**src/rtl/sipo_deserializer_if.sv**
```systemverilog
// Word-assembly bus between a serial bit source and the deserializer.
// Latency: none, wires only.
// Backpressure: none; the source paces bits with bit_en.
interface sipo_deserializer_if #(
  parameter int WIDTH = 8,
  parameter int CW    = $clog2(WIDTH + 1)
);
  logic             start;
  logic             bit_en;
  logic             din;
  logic [WIDTH-1:0] dout;
  logic             valid;
  logic             busy;
  logic [CW-1:0]    bit_cnt;

  // Bit source side: drives the serial stream, watches the assembled word.
  modport master (
    output start, bit_en, din,
    input  dout, valid, busy, bit_cnt
  );

  // Deserializer side.
  modport slave (
    input  start, bit_en, din,
    output dout, valid, busy, bit_cnt
  );
endinterface

```
**src/rtl/sipo_deserializer.sv**
```systemverilog
// Serial-in/parallel-out deserializer: assembles WIDTH bits into a word.
// Latency: valid/dout appear the cycle after the edge sampling the last bit.
// Backpressure: none; source stalls with bit_en=0, start aborts/restarts.
module sipo_deserializer #(
  parameter int WIDTH     = 8,
  parameter bit MSB_FIRST = 1'b1,
  parameter int CW        = $clog2(WIDTH + 1)
) (
  input logic                 clk,
  input logic                 reset,
  sipo_deserializer_if.slave  bus
);

  typedef enum logic [1:0] {
    IDLE  = 2'd0,
    SHIFT = 2'd1,
    DONE  = 2'd2
  } state_t;

  state_t           state_q, state_d;
  logic [WIDTH-1:0] sreg_q, sreg_d;
  logic [WIDTH-1:0] dout_q, dout_d;
  logic [CW-1:0]    cnt_q, cnt_d;
  logic [WIDTH-1:0] shifted;

  // Shift register with the incoming bit folded in, in the configured order.
  always_comb begin
    if (MSB_FIRST) shifted = {sreg_q[WIDTH-2:0], bus.din};
    else           shifted = {bus.din, sreg_q[WIDTH-1:1]};
  end

  // Next-state and datapath decode; start always wins over bit_en.
  always_comb begin
    state_d = state_q;
    sreg_d  = sreg_q;
    dout_d  = dout_q;
    cnt_d   = cnt_q;
    case (state_q)
      IDLE: begin
        if (bus.start) begin
          state_d = SHIFT;
          sreg_d  = '0;
          cnt_d   = '0;
        end
      end
      SHIFT: begin
        if (bus.start) begin
          // Abort: drop the partial word, begin again without leaving SHIFT.
          sreg_d = '0;
          cnt_d  = '0;
        end else if (bus.bit_en) begin
          sreg_d = shifted;
          if (cnt_q == CW'(WIDTH - 1)) begin
            dout_d  = shifted;
            cnt_d   = '0;
            state_d = DONE;
          end else begin
            cnt_d = cnt_q + CW'(1);
          end
        end
      end
      DONE: begin
        // One-cycle completion slot; start here chains straight into a new word.
        if (bus.start) begin
          state_d = SHIFT;
          sreg_d  = '0;
          cnt_d   = '0;
        end else begin
          state_d = IDLE;
        end
      end
      default: state_d = IDLE;
    endcase
  end

  // State and datapath registers, cleared asynchronously by reset.
  always_ff @(posedge clk or posedge reset) begin
    if (reset) begin
      state_q <= IDLE;
      sreg_q  <= '0;
      dout_q  <= '0;
      cnt_q   <= '0;
    end else begin
      state_q <= state_d;
      sreg_q  <= sreg_d;
      dout_q  <= dout_d;
      cnt_q   <= cnt_d;
    end
  end

  // Status outputs decoded purely from registered state.
  assign bus.dout    = dout_q;
  assign bus.bit_cnt = cnt_q;
  assign bus.valid   = (state_q == DONE);
  assign bus.busy    = (state_q == SHIFT);

endmodule

```
**src/flat_wrapper.sv**
```systemverilog
// flat-port wrapper written by rule: the top's interface ports become plain ports
module sipo_deserializer_flat 
#(
  parameter int WIDTH     = 8,
  parameter bit MSB_FIRST = 1'b1,
  parameter int CW        = $clog2(WIDTH + 1)
)
  (clk, reset, bus_start, bus_bit_en, bus_din, bus_dout, bus_valid, bus_busy, bus_bit_cnt);
  sipo_deserializer_if #(.WIDTH(WIDTH), .CW(CW)) bus_i ();
  input logic clk;
  input logic reset;
  input wire logic [$bits(bus_i.start)-1:0] bus_start;
  input wire logic [$bits(bus_i.bit_en)-1:0] bus_bit_en;
  input wire logic [$bits(bus_i.din)-1:0] bus_din;
  output wire logic [$bits(bus_i.dout)-1:0] bus_dout;
  output wire logic [$bits(bus_i.valid)-1:0] bus_valid;
  output wire logic [$bits(bus_i.busy)-1:0] bus_busy;
  output wire logic [$bits(bus_i.bit_cnt)-1:0] bus_bit_cnt;
  assign bus_i.start = bus_start;
  assign bus_i.bit_en = bus_bit_en;
  assign bus_i.din = bus_din;
  assign bus_dout = bus_i.dout;
  assign bus_valid = bus_i.valid;
  assign bus_busy = bus_i.busy;
  assign bus_bit_cnt = bus_i.bit_cnt;
  sipo_deserializer #(.WIDTH(WIDTH), .MSB_FIRST(MSB_FIRST), .CW(CW)) u_core (.clk(clk), .reset(reset), .bus(bus_i));
endmodule
```
**config.mk**
```make
export PLATFORM = sky130hd
export DESIGN_NAME = sipo_deserializer_flat
export DESIGN_NICKNAME = d
export VERILOG_FILES = /design/src/rtl/sipo_deserializer_if.sv /design/src/rtl/sipo_deserializer.sv /design/src/flat_wrapper.sv
export SDC_FILE = /design/constraint.sdc
export NUM_CORES = 1
export LEC_CHECK = 0
export ABC_AREA = 1
export BUFFER_PORTS_ARGS = -buffer_cell sky130_fd_sc_hd__buf_4
export CORE_AREA = 3 3 69 45
export CTS_CLUSTER_DIAMETER = 60
export DETAILED_ROUTE_END_ITERATION = 12
export DIE_AREA = 0 0 72 48
export HOLD_SLACK_MARGIN = 0.02
export SETUP_SLACK_MARGIN = 0.2
export SLEW_MARGIN = 40
export SYNTH_ARGS = -nofsm -noshare
export SYNTH_HDL_FRONTEND = slang
export SYNTH_SLANG_ARGS = --single-unit
```
**constraint.sdc**
```tcl
create_clock -name clk -period 2.7 [get_ports clk]
set_clock_uncertainty 0.2 [all_clocks]
set_input_delay 0.675 -clock clk [delete_from_list [all_inputs] [get_ports clk]]
set_output_delay 0.675 -clock clk [all_outputs]
set_load 0.01 [all_outputs]
```
After elaboration in Yosys (flattened, before gate mapping)
Cells that the tools add are included.
{"block": "totals", "regBits": 21, "inputBits": 5, "output_inout_bits": 14, "word_cells": 36}
{"block": "op_classes", "addsub": 1, "n_eq_ne": 9, "n_mux": 15, "bitwise_logic": 1, "reduce_logical": 6}
{"operator": "$mux W7", "count": 3}
{"operator": "$mux W4", "count": 4}
{"operator": "$pmux W7 S2", "count": 1}
{"operator": "$mux W2", "count": 4}
{"operator": "$pmux W4 S2", "count": 1}
{"operator": "$reduce_and A4 Y1", "count": 2}
{"operator": "$ne A2 B2 Y1 const B", "count": 3}
{"operator": "$pmux W2 S3", "count": 1}
{"operator": "$add A4 B1 Y4 const B", "count": 1}
{"operator": "$eq A4 B3 Y1 const B", "count": 1}
{"operator": "$ne A2 B1 Y1 const B", "count": 2}
{"operator": "$ne A3 B3 Y1 const B", "count": 1}
{"operator": "$reduce_and A3 Y1", "count": 1}
{"operator": "$eq A2 B1 Y1 const B", "count": 1}
{"operator": "$eq A2 B2 Y1 const B", "count": 1}
{"operator": "$logic_not A2 Y1", "count": 1}
{"operator": "$reduce_bool A2 Y1", "count": 1}
{"operator": "$reduce_or A2 Y1", "count": 1}
{"operator": "$mux W1", "count": 1}
{"operator": "$not A1 Y1", "count": 1}

Longest topological paths before layout
{"block": "depth", "depth_word": 5, "depth_mapped": 6, "mapped_depth_nobuf": 6}

Worst setup path before layout
Ideal clock, no wire load.
{"block": "synth_timing", "kind": "reg2out", "from": "reg u_core.state_q[0]", "to": "out bus_busy", "arrival_ps": 739, "required_time_ps": 1825, "setup_slack_ps": 1086, "stages_incl_launch_ff": 4, "path_buffers": 1, "path_cell_list": "dfrtp_1 inv_2 nor2_2 buf_4"}
{"block": "synth_via", "elab_chain_cells": 1}
{"item": "from (decl)", "line": "sipo_deserializer.sv:20", "rtl": "state_t state_q, state_d;"}
{"item": "from (signal assigned)", "line": "sipo_deserializer.sv:84", "rtl": "state_q <= state_d;"}
{"item": "$eq A2 B1 Y1", "line": "sipo_deserializer.sv:95", "rtl": "assign bus.busy = (state_q == SHIFT);"}
{"item": "to (decl)", "line": "flat_wrapper.sv:17", "rtl": "output wire logic [$bits(bus_i.busy)-1:0] bus_busy;"}
No other way between the ends.

Worst setup path in the final report
Ends and elaborated chain as after synthesis.

==> results <==
- The worst-case setup margin in the final layout is about 0.65 ns.
- The launching element type of the critical path is a register.
- The initial antenna violation count is 0.
- The via count of the first global-routing pass is 675.
- In this run, the number of DRC markers left after iteration 0 of detailed routing was 43.
- The number of setup buffers added after CTS is 0.
- The maximum clock rate is just under 500 MHz.
- The final layout contains routed wiring with a total length of roughly 2 mm.
- Adding up every negative setup slack in the final design gives 0 ns.
- For this design, the CTS-stage hold fixing added 0 buffers.
- The Yosys step of the flow raised 0 warnings.
- The worst voltage drop across the vdd grid is 0.251 mV.
- The power density of the placed cells is between 600 and 700 nW/um^2.
- Yosys mapped the design onto 17 distinct sky130hd cell types.
- The deepest clock path buffer count is 2.
- The total leakage power is 0.657 nW.
- In the global route stage, overall resource usage came out at 13.3%.
- The first-pass GRT wire length is roughly 3.3 mm.
- The post-placement cell count is 163.
- The initial standard-cell utilization of the core is approximately two fifths.
- The flow ran to the end, and the final reports show no timing, DRC or antenna violations.
- Timing analysis after detailed placement gives a worst setup slack of ~0.93 ns.
- The critical path data arrival time is 1.17 ns.
- The row count is 14.
- The combinational cell fraction of total power is a little over a quarter.
- The layout net count is 142.
- The root buffer cell chosen for the clock tree is clkbuf_8.
- The area of all placed cells without fillers is 1220 um^2.
- Along the worst path, the maximum fanout reaches 11.
- The sort of element at the end of the critical path is an output port.
- The worst pin sits at a relative slew slack of 71.0%.
- Once layout is complete, the utilization of the core stands at between 40% and 50%.
- The detail route stage leaves a number of antenna-violating nets equal to 0.
- The horizontal die dimension is 72 um.
- The area of the die is 3460 um^2.
- Dividing the detail-routed wire length by the instance count gives 12.0 um.
- Summed over all nets, the half-perimeter wirelength after detailed placement is 1.52 mm.
- Clock-pin slew was measured on the worst setup and hold paths at 0.08 ns.
- Cell internal power was estimated by the tool at 0.000531 W.
- Setup violations remaining at the end of the flow were counted as 0.
- In this run the cell area of the synthesized design comes to a little over 1000 um^2.
- The count of vias placed by the detailed router is roughly 770.
- The cell count after synthesis came out at about 110.
- The number of I/O pins is 19.
- The number of pins with negative max-slew slack in the final report was 0.
- The part of the Yosys area used for sequential elements is 52.2%.
- The net count after synthesis is 120.
- Per report_power, the clock group accounts for 25.7% of the total.
- In this run the number of H-tree levels came out at 1.
- The count of port buffers added during placement is 18.
- The TritonCTS clock tree is done.
- The setup path with the least slack is of type register to output port.
- Of the cells placed in the final design, the portion with a size suffix greater than 1 is 32.6%.
- The class of the most critical hold timing path is primary input to async pin.
- The number of synthesized register bits is 21.
- The clock sink total is 21.
- In this run the power spent charging and discharging nets is approximately 0.00027 W.
- Global routing finished with a remaining overflow of 0.
- Leaving out filler cells and counting taps, the final layout contains 167.
- The final cycle utilization of the critical path is between 70% and 80%.
- The area of the core region is between 2000 and 3000 um^2.
- The count of final hold-check violations is 0.
- For this run, design rule violations remaining after detail routing come to 0.
- The post-cts gate resize count is 0.
- The number of clock buffers added by TritonCTS is 3.
- Sequential cells burn around half of the power.
- The mean cell area of the mapped netlist is 8.84 um^2.
- After detailed routing, the number of vias per cell comes to 4.60.
- The first detailed-routing pass took 4 iterations.
- Compared with the post-synthesis result, the final layout area differs by 20.9%.
- At the pin with the least slew margin, the transition time is 0.435 ns.
- The latest clock arrival within the worst-skew pair is 0.26 ns.
- The placed instance area is 1170 um^2.
- Net switching is 33.8% of the power.
- The number of maximum-capacitance constraint violations is 0.
- STA puts the critical path data required time at 1.82 ns.
- Setup repair after global routing left no endpoint under its margin.
- The congestion estimate from routability-driven global placement came to 0.735.
- The largest net degree at the start of global routing is 22.
- The antenna diode count is 0.
- The final critical-path required period is between 2 and 2.5 ns.
- The floorplan die height is 48 um.
==> through the flow <==
step / power, W / hold WS [ns]
2_1_floorplan: 0.000532 / 0.255
3_3_place_gp: 0.000597 / 0.258
3_5_place_dp: 0.000602 / 0.262
4_1_cts: 0.000806 / 0.279
5_1_grt: 0.000860 / 0.242
6_report: 0.000803 / 0.207
==> placed cells by master (no fill, tap or decap), types with 2 or more instances in the layout <==
cell type	instances
inv_2	5
nand2_4	2
nor2_4	2
clkbuf_8	3
inv_1	6
buf_4	19
nand3_1	4
nand4_1	9
nor2_2	2
nand2_1	48
dfrtp_1	21
o21ai_2	8
==> cell families (layout without fill, tap and decap cells) <==
group,Yosys count,count (layout),synth area share [%]
flops,21,21,52.2
buf+inv,13,34,5.96
fa+ha+maj,1,1,1.24
simple gates,70,70,33.2
compound gates,9,9,7.45
==> layer usage <==
layer	vias up	GRT usage, %	share of wire (%)
li1	407	-	-
met1	341	17.8	53
met2	15	18.4	39
met3	6	5.45	5.7
met4	0	6.74	2.4
met5	-	0	0
==> critical path, cell delays in order (launching register included) <==
cell and delay [ns]:
dfrtp_1 0.43, inv_2 0.08, nor2_2 0.08, buf_4 0.18
buf_4 0.14
==> synthesized netlist by cell type <==
cell,instances,area share [%]
inv_1,7,2.6
inv_2,4,1.5
buf_6,1,1.1
o21ai_2,8,7.0
nand3_2,1,0.99
o21ai_1,1,0.50
dfrtp_1,21,52
nor2_1,1,0.37
nand2_2,1,0.62
nand2_4,2,2.2
nor2_4,2,2.2
nand4_1,9,5.6
nor2_2,2,1.2
nand2_1,48,18
nand3_1,4,2.0
buf_4,1,0.75
ha_1,1,1.2
==> power groups by stage <==
stage / clock [W] / sequential [W] / combinational [W]
after floorplan: 0 / 0.000393 / 0.000139
after global placement: 0 / 0.000392 / 0.000204
after detailed placement: 0 / 0.000394 / 0.000208
after CTS: 0.000210 / 0.000388 / 0.000208
after global routing: 0.000228 / 0.000394 / 0.000238
final: 0.000206 / 0.000388 / 0.000209
==> worst paths after layout <==
| path | from | end | slack [ns] | depth (start not counted) |
|---|---|---|---|---|
| worst max register to register | u_core.bus.bit_cnt[0] | u_core.bus.dout[4] | 1.02 | 6 |
| max in group asynchronous | reset | u_core.bus.dout[1] | 1.78 | 2 |
| worst min register to register | u_core.bus.dout[1] | u_core.bus.dout[1] | 0.28 | 2 |
| min in group clk | u_core.bus.dout[1] | u_core.bus.dout[1] | 0.28 | 2 |
| worst min-delay path | reset | u_core.bus.bit_cnt[0] | 0.21 | 2 |
| worst max-delay path | u_core.state_q[0] | bus_busy | 0.65 | 4 |
==> layout make-up <==
| cell class | instances | area, um^2 |
|---|---|---|
| tap | 32 | 40.0 |
| clock buffer | 3 | 41.3 |
| timing repair buffer | 19 | 143 |
| multi-input combinational | 80 | 422 |
| sequential | 21 | 526 |
| fill | 243 | 1290 |
| inverter | 11 | 41.3 |
| clock inverter | 1 | 5.00 |
==> registers in the layout, summed over array words and instances, names as in the netlist <==
signal and count:
u_core.bus.bit_cnt 4, u_core.state_q 2, u_core.sreg_q 7, u_core.bus.dout 8
(Power assumes the default switching activity.)
